===== config.mk =====
export PLATFORM = sky130hd
export DESIGN_NAME = pc_unit
export DESIGN_NICKNAME = d
export VERILOG_FILES = /design/src/rtl/pc_unit.sv
export SDC_FILE = /design/constraint.sdc
export NUM_CORES = 1
export LEC_CHECK = 0
export CORE_ASPECT_RATIO = 1.75
export CORE_MARGIN = 4
export CORE_UTILIZATION = 35
export CTS_BUF_LIST = sky130_fd_sc_hd__clkbuf_8 sky130_fd_sc_hd__clkbuf_16
export DETAILED_ROUTE_END_ITERATION = 8
export PLACE_DENSITY = 0.72
export SYNTH_ARGS = -nofsm -noshare
export SYNTH_HDL_FRONTEND = slang
export SYNTH_SLANG_ARGS = --single-unit

===== constraint.sdc =====
create_clock -name clk -period 2.2 [get_ports clk]
set_input_delay 0.44 -clock clk [delete_from_list [all_inputs] [get_ports clk]]
set_output_delay 0.44 -clock clk [all_outputs]
set_load 0.01 [all_outputs]

===== src/rtl/pc_unit.sv =====
// pc_unit: program-counter unit at the head of the fetch stage.
// Holds the fetch address and picks the next PC from the exception, stall,
// eret, return, jump, branch and sequential sources. It also keeps the
// exception PC (epc) and the handler-active state.
// Optional feature: define PC_RAS_EN to build a circular return-address stack
// of RAS_DEPTH entries. jal pushes onto it and jr pops from it. Without the
// macro, ret always loads ret_target and jal is a plain jump.
module pc_unit #(
    parameter int unsigned     WIDTH      = 32,
    parameter logic [WIDTH-1:0] RESET_ADDR = WIDTH'(32'h0000_3000),
    parameter logic [WIDTH-1:0] EXC_VECTOR = WIDTH'(32'h0000_4180),
    parameter int unsigned     RAS_DEPTH  = 4
) (
    input  logic             clk,
    input  logic             rst,
    input  logic             stall,
    input  logic             br_taken,
    input  logic [WIDTH-1:0] br_target,
    input  logic             jump,
    input  logic             jump_link,
    input  logic [WIDTH-1:0] jump_target,
    input  logic             ret,
    input  logic [WIDTH-1:0] ret_target,
    input  logic             exc_req,
    input  logic             eret,
    output logic [WIDTH-1:0] pc,
    output logic [WIDTH-1:0] pc_plus4,
    output logic [WIDTH-1:0] epc,
    output logic             in_exc,
    output logic             misalign
);

    typedef enum logic [0:0] {
        StNormal  = 1'b0,
        StHandler = 1'b1
    } state_e;

    state_e           state_q, state_d;
    logic [WIDTH-1:0] pc_q, pc_d;
    logic [WIDTH-1:0] epc_q, epc_d;

    // Return-address stack interface, driven in both builds.
    logic             ras_push;
    logic             ras_pop;
    logic             ras_hit;
    logic [WIDTH-1:0] ras_top;

    assign pc       = pc_q;
    assign epc      = epc_q;
    assign in_exc   = (state_q == StHandler);
    // The sum wraps modulo 2^WIDTH.
    assign pc_plus4 = pc_q + WIDTH'(4);
    assign misalign = (pc_q[1:0] != 2'b00);

    // Next-PC selection in strict priority order. Only one source wins, so a push
    // and a pop never happen in the same cycle.
    always_comb begin
        pc_d     = pc_q;
        epc_d    = epc_q;
        state_d  = state_q;
        ras_push = 1'b0;
        ras_pop  = 1'b0;
        if (exc_req && (state_q == StNormal)) begin
            // An exception overrides a stall. Otherwise the redirect would be lost.
            pc_d    = EXC_VECTOR;
            epc_d   = pc_q;
            state_d = StHandler;
        end else if (stall) begin
            pc_d = pc_q;
        end else if (eret && (state_q == StHandler)) begin
            pc_d    = epc_q;
            state_d = StNormal;
        end else if (ret) begin
            if (ras_hit) begin
                pc_d    = ras_top;
                ras_pop = 1'b1;
            end else begin
                pc_d = ret_target;
            end
        end else if (jump) begin
            pc_d     = jump_target;
            ras_push = jump_link;
        end else if (br_taken) begin
            pc_d = br_target;
        end else begin
            pc_d = pc_plus4;
        end
    end

    // PC, EPC and the exception state all update on the same edge.
    always_ff @(posedge clk or negedge rst) begin
        if (!rst) begin
            pc_q    <= RESET_ADDR;
            epc_q   <= '0;
            state_q <= StNormal;
        end else begin
            pc_q    <= pc_d;
            epc_q   <= epc_d;
            state_q <= state_d;
        end
    end

`ifdef PC_RAS_EN
    localparam int unsigned PTR_W = (RAS_DEPTH > 1) ? $clog2(RAS_DEPTH) : 1;
    localparam int unsigned CNT_W = $clog2(RAS_DEPTH + 1);

    logic [WIDTH-1:0] ras_mem [RAS_DEPTH];
    // ras_ptr_q points at the next slot to write. The top of the stack sits one below it.
    logic [PTR_W-1:0] ras_ptr_q;
    logic [PTR_W-1:0] ras_top_idx;
    logic [CNT_W-1:0] ras_cnt_q;

    assign ras_top_idx = ras_ptr_q - PTR_W'(1);
    assign ras_top     = ras_mem[ras_top_idx];
    assign ras_hit     = (ras_cnt_q != '0);

    // Stack storage needs no reset. An entry is read only while the count covers it.
    always_ff @(posedge clk) begin
        if (ras_push) begin
            ras_mem[ras_ptr_q] <= pc_plus4;
        end
    end

    // Circular pointer and saturating count. A push when full overwrites the oldest entry.
    always_ff @(posedge clk or negedge rst) begin
        if (!rst) begin
            ras_ptr_q <= '0;
            ras_cnt_q <= '0;
        end else if (ras_push) begin
            ras_ptr_q <= ras_ptr_q + PTR_W'(1);
            if (ras_cnt_q != CNT_W'(RAS_DEPTH)) begin
                ras_cnt_q <= ras_cnt_q + CNT_W'(1);
            end
        end else if (ras_pop) begin
            ras_ptr_q <= ras_top_idx;
            ras_cnt_q <= ras_cnt_q - CNT_W'(1);
        end
    end
`else
    localparam int unsigned unused_ras_depth = RAS_DEPTH;

    assign ras_hit = 1'b0;
    assign ras_top = '0;

    // Without a stack, the push/pop strobes and jump_link have no consumer.
    logic unused_ras;
    assign unused_ras = ^{ras_push, ras_pop, jump_link};
`endif

endmodule


==> implementation parameters <==
Parameter                              Value

Status
  Result of the run ... finished with violations
  Violations in the final reports ... setup timing

Synthesis
  Basic-gate share of the synthesized area counting and, or, nand and nor cells ... approximately 28%
  Adder-Cell Fraction of Synth Area ... less than 1%
  Number of synthesized flops with an enable pin ... 0
  Post-synthesis async set-or-reset flop share ... 100%
  Part of the Yosys area used for sequential elements ... roughly 36%
  Post-synthesis sequential element count ... 65
  Number of synthesis warnings ... 0
  Gate Count Post-Synth ... 597
  Syn_area_per_cell ... 7.68 um^2
  Count of distinct cell types in the synthesized netlist ... 56
  Portion of netlist area occupied by mux cells ... less than 1%
  Post-Syn Nets ... approximately 700
  Xor-xnor portion of the synthesized cell area ... roughly 5%
  Combined area of all synthesized cells ... roughly 4600 um^2
  Dominant register cell in the synthesized netlist ... sky130_fd_sc_hd__dfrtp_1
  Fraction of the mapped netlist area in compound gates ... 24.8%
  Main combinational cell family by area after synthesis ... simple AND/OR/NAND/NOR gates

Die
  Standard cell core area ... ~13,000 um^2
  Die height ... 159 um
  Starting utilization of the core area ... a little over a third
  Die X ... about 95 um
  Area of the die ... 15,100 um^2
  Top-level port count ... about 200
  Site Rows ... 55

Hold path
  Worst min-delay path category ... in -> async

Worst setup path
  Crit end category ... output port
  Critical path required time ... roughly 1.8 ns
  Slowest cell on the critical path ... sky130_fd_sc_hd__or4_4
  Worst Setup Path Type ... reg -> out
  Most frequent cell on the critical path ... sky130_fd_sc_hd__or4_4
  Sum of buffers and inverters on the critical path ... 1
  Series of cell instances along the critical path ... nand3_4 > or4_4 > or4_4 > xnor2_2 > buf_2
  Data arrival time at the worst-slack endpoint ... approximately 2.3 ns
  Maximum cell stage delay along the critical path ... roughly 0.60 ns
  Critical path startpoint category ... register
  Delay-heaviest family, CP ... simple AND/OR/NAND/NOR gates
  Maximum fanout count along the critical path ... 4

Route
  Total wire length ... between 20 and 25 mm
  Number of antenna-violating nets in the routed design ... 0
  Count of unresolved DRC violations after routing ... 0
  Per-cell via count in the routed design ... 5.63
  Number of DRC violations after detailed-routing iteration 0 ... slightly above 300
  Via count ... 6,119
  First-pass iteration count of the detailed router ... 5
  Routed wire length per instance ... roughly 20 um

Finish
  Fraction of final layout cells with drive strength greater than 1 ... between 20% and 30%
  FF/Latch Area ... 1630 um^2
  Post-route cell area ... roughly 8600 um^2
  Post-layout util ... approximately 67%
  Final net count ... between 1,000 and 1,500
  Fill cells ... about 1,100
  Multi-input combinational cell area ... 3090 um^2
  Synthesis-to-layout area growth ... 86.8%

Power
  Power density over the cells ... just over 700 nW/um^2
  IR drop worst, VDD ... 0.000471 V
  Leakage ... 3.85 nW

Clocking
  Clock network latency to the later pin of the worst-skew pair ... 0.34 ns
  CTS sink cnt ... 65
  Root Buffer ... sky130_fd_sc_hd__clkbuf_16
  Clock buffers created by TritonCTS ... 9
  Maximum count of clock buffers along a single path ... 2
  Hold buffers post-CTS ... 0
  Clk slew on worst S/H paths ... 0.05 ns
  TritonCTS clock tree ... yes
  H-tree depth ... 3

STA
  Clock Skews ... ~0.0044 ns
  Slew Limit Headroom ... roughly 65%
  Max Slew Vio Count ... 0
  Final setup violation count ... 28
  Max Fclk ... 359 MHz
  RSZ-0062 raised after global routing ... true
  Worst Setup Slack, final ... -0.583 ns
  Actual transition at the worst max-transition pin ... 0.513 ns
  Share of the clock period used by the worst path after layout ... 127%
  Number of hold-slack violations in the final timing report ... 0
  Final critical-path required period ... 2.78 ns

GRT
  Met2 routing resource usage after global routing ... about half
  Pin count of the biggest net entering global routing ... 50
  First-pass GRT wire length ... approximately 33 mm
  Final global-route overflow total ... 0
  Met3 global-route usage ... around 5.6%
  Via count of the first global-routing pass ... 6,318
  GRT Total Usage ... approximately 29%
  Most congested layer reported by global routing ... met2
  Met1 usage in global routing ... a little under a third
  Initial antenna violation count ... 2

Job
  Maximum Capacitance Violations ... 0

Placed design
  Post-detailed-placement half-perimeter wirelength ... 16.4 mm
  Final weighted congestion of routability-driven global placement ... about 0.91
  Count of buffers inserted at the top-level ports ... between 200 and 250
  Placed instance area ... ~7700 um^2
-- where the power goes --
| part | switching [mW] | leakage, nW | internal [mW] |
|---|---|---|---|
| logic | 1.40 | 2.88 | 1.61 |
| registers | 0.283 | 0.815 | 1.50 |
| clock network | 0.536 | 0.156 | 0.892 |
-- layout by cell type, fill, tap and decap left out, types with 6 or more instances in the layout --
master                            count
sky130_fd_sc_hd__inv_1               15
sky130_fd_sc_hd__buf_2               22
sky130_fd_sc_hd__o22ai_1              8
sky130_fd_sc_hd__xor2_1               7
sky130_fd_sc_hd__nor2_1              38
sky130_fd_sc_hd__nor3_1               7
sky130_fd_sc_hd__nand3_1             17
sky130_fd_sc_hd__o21ai_0             42
sky130_fd_sc_hd__nand2_1            123
sky130_fd_sc_hd__buf_6               34
sky130_fd_sc_hd__buf_12              10
sky130_fd_sc_hd__o2bb2ai_1            9
sky130_fd_sc_hd__nand2b_1             8
sky130_fd_sc_hd__clkbuf_16            9
sky130_fd_sc_hd__clkdlybuf4s50_1    170
sky130_fd_sc_hd__a21oi_1             35
sky130_fd_sc_hd__o211ai_1             6
sky130_fd_sc_hd__or4_4                8
sky130_fd_sc_hd__o221ai_1            14
sky130_fd_sc_hd__xnor2_2              8
sky130_fd_sc_hd__dfrtp_1             61
sky130_fd_sc_hd__buf_4              112
sky130_fd_sc_hd__nand4_1             10
sky130_fd_sc_hd__xnor2_1              9
sky130_fd_sc_hd__a211o_1             10
-- cell usage after synthesis (all sizes together), types with 5 or more instances --
library cell	number	area share, %
nand2	125	10
dfrtp	63	34
o21ai	42	4.6
clkbuf	41	3.4
nor2	38	3.1
a21oi	35	3.8
nand3	21	2.4
xnor2	18	3.4
o221ai	14	2.7
buf	12	1.3
inv	12	0.98
nor3	12	1.3
nand4	11	1.6
o2bb2ai	11	2.1
a211o	10	1.9
nand2b	9	1.2
nor4	9	1.2
or4	9	1.7
o22ai	8	1.1
xor2	8	1.5
and3	7	0.96
o211ai	6	0.98
a211oi	5	0.82
a221oi	5	0.96
and2	5	0.71
nor2b	5	0.68
-- worst register-to-register path, delay by kind of cell (launching register included) --
family / cells / cell delay, ns
flip-flops: 1 / 0.42
AND/OR/NAND/NOR: 3 / 1.28
AO/OA/AOI/OAI: 2 / 0.39
buffers and inverters: 2 / 0.27
-- final timing paths --
path / from / to / slack, ns / depth (start not counted)
setup / recovery: pc[3] / pc_plus4[29] / -0.58 / 5
hold / removal: rst / epc[3] / 0.06 / 1
setup reg to reg: pc[3] / pc[29] / -0.28 / 7
hold reg to reg: epc[8] / epc[8] / 0.50 / 2
max in group asynchronous: rst / pc[12] / 1.45 / 2
min in group clk: epc[8] / epc[8] / 0.50 / 2
-- sequential cells by signal (all words and copies together), names as in the netlist --
name,cells
epc,32
in_exc,1
pc,32
-- metrics by stage --
step           instances  worst slack (ns)  TNS, ns  hold slack, ns  power (mW)
6_report            1087            -0.583    -8.16          0.0554        6.23
2_1_floorplan        597            -0.303    -1.57           0.144        2.85
4_1_cts             1070            -0.583    -7.78          0.0527        6.10
5_1_grt             1087            -0.638   -10.37          0.0663        6.53
3_3_place_gp        1034            -0.793   -11.66           0.406        4.58
3_5_place_dp        1034            -0.795   -12.58           0.411        4.63
-- logic make-up after synthesis --
group	Yosys count
and+or+nand+nor	267
xor gates and xnor gates	26
buffers and inverters	66
DFF	65
adders and majority gates	1
muxes	4
AOI/OAI and AO/OA	168
-- metal layers --
| layer | share of wire [%] | wire [um] |
|---|---|---|
| met4 | 5.3 | 1180 |
| met5 | 0 | 0 |
| met3 | 6.9 | 1540 |
| met2 | 54 | 11900 |
| met1 | 34 | 7590 |
-- layout make-up --
cell class	instances	share of cell area (%)
Antenna cell	2	0.0584
Clock buffer	10	2.79
Tap cell	171	2.50
Multi-Input combinational cell	466	36.1
Inverter	13	0.570
Clock inverter	6	0.599
Sequential cell	65	19.1
Timing Repair Buffer	354	38.3
-- what timing repair did --
| item | 4_1_cts | 5_1_grt |
|---|---|---|
| setup endpoints to repair | 35 | 33 |
| pin swaps | 29 | 27 |
| resized for setup | 135 | 55 |
| endpoints found under the hold margin | 0 | 0 |
| buffers inserted | 20 | 18 |
(Power assumes the default switching activity.)
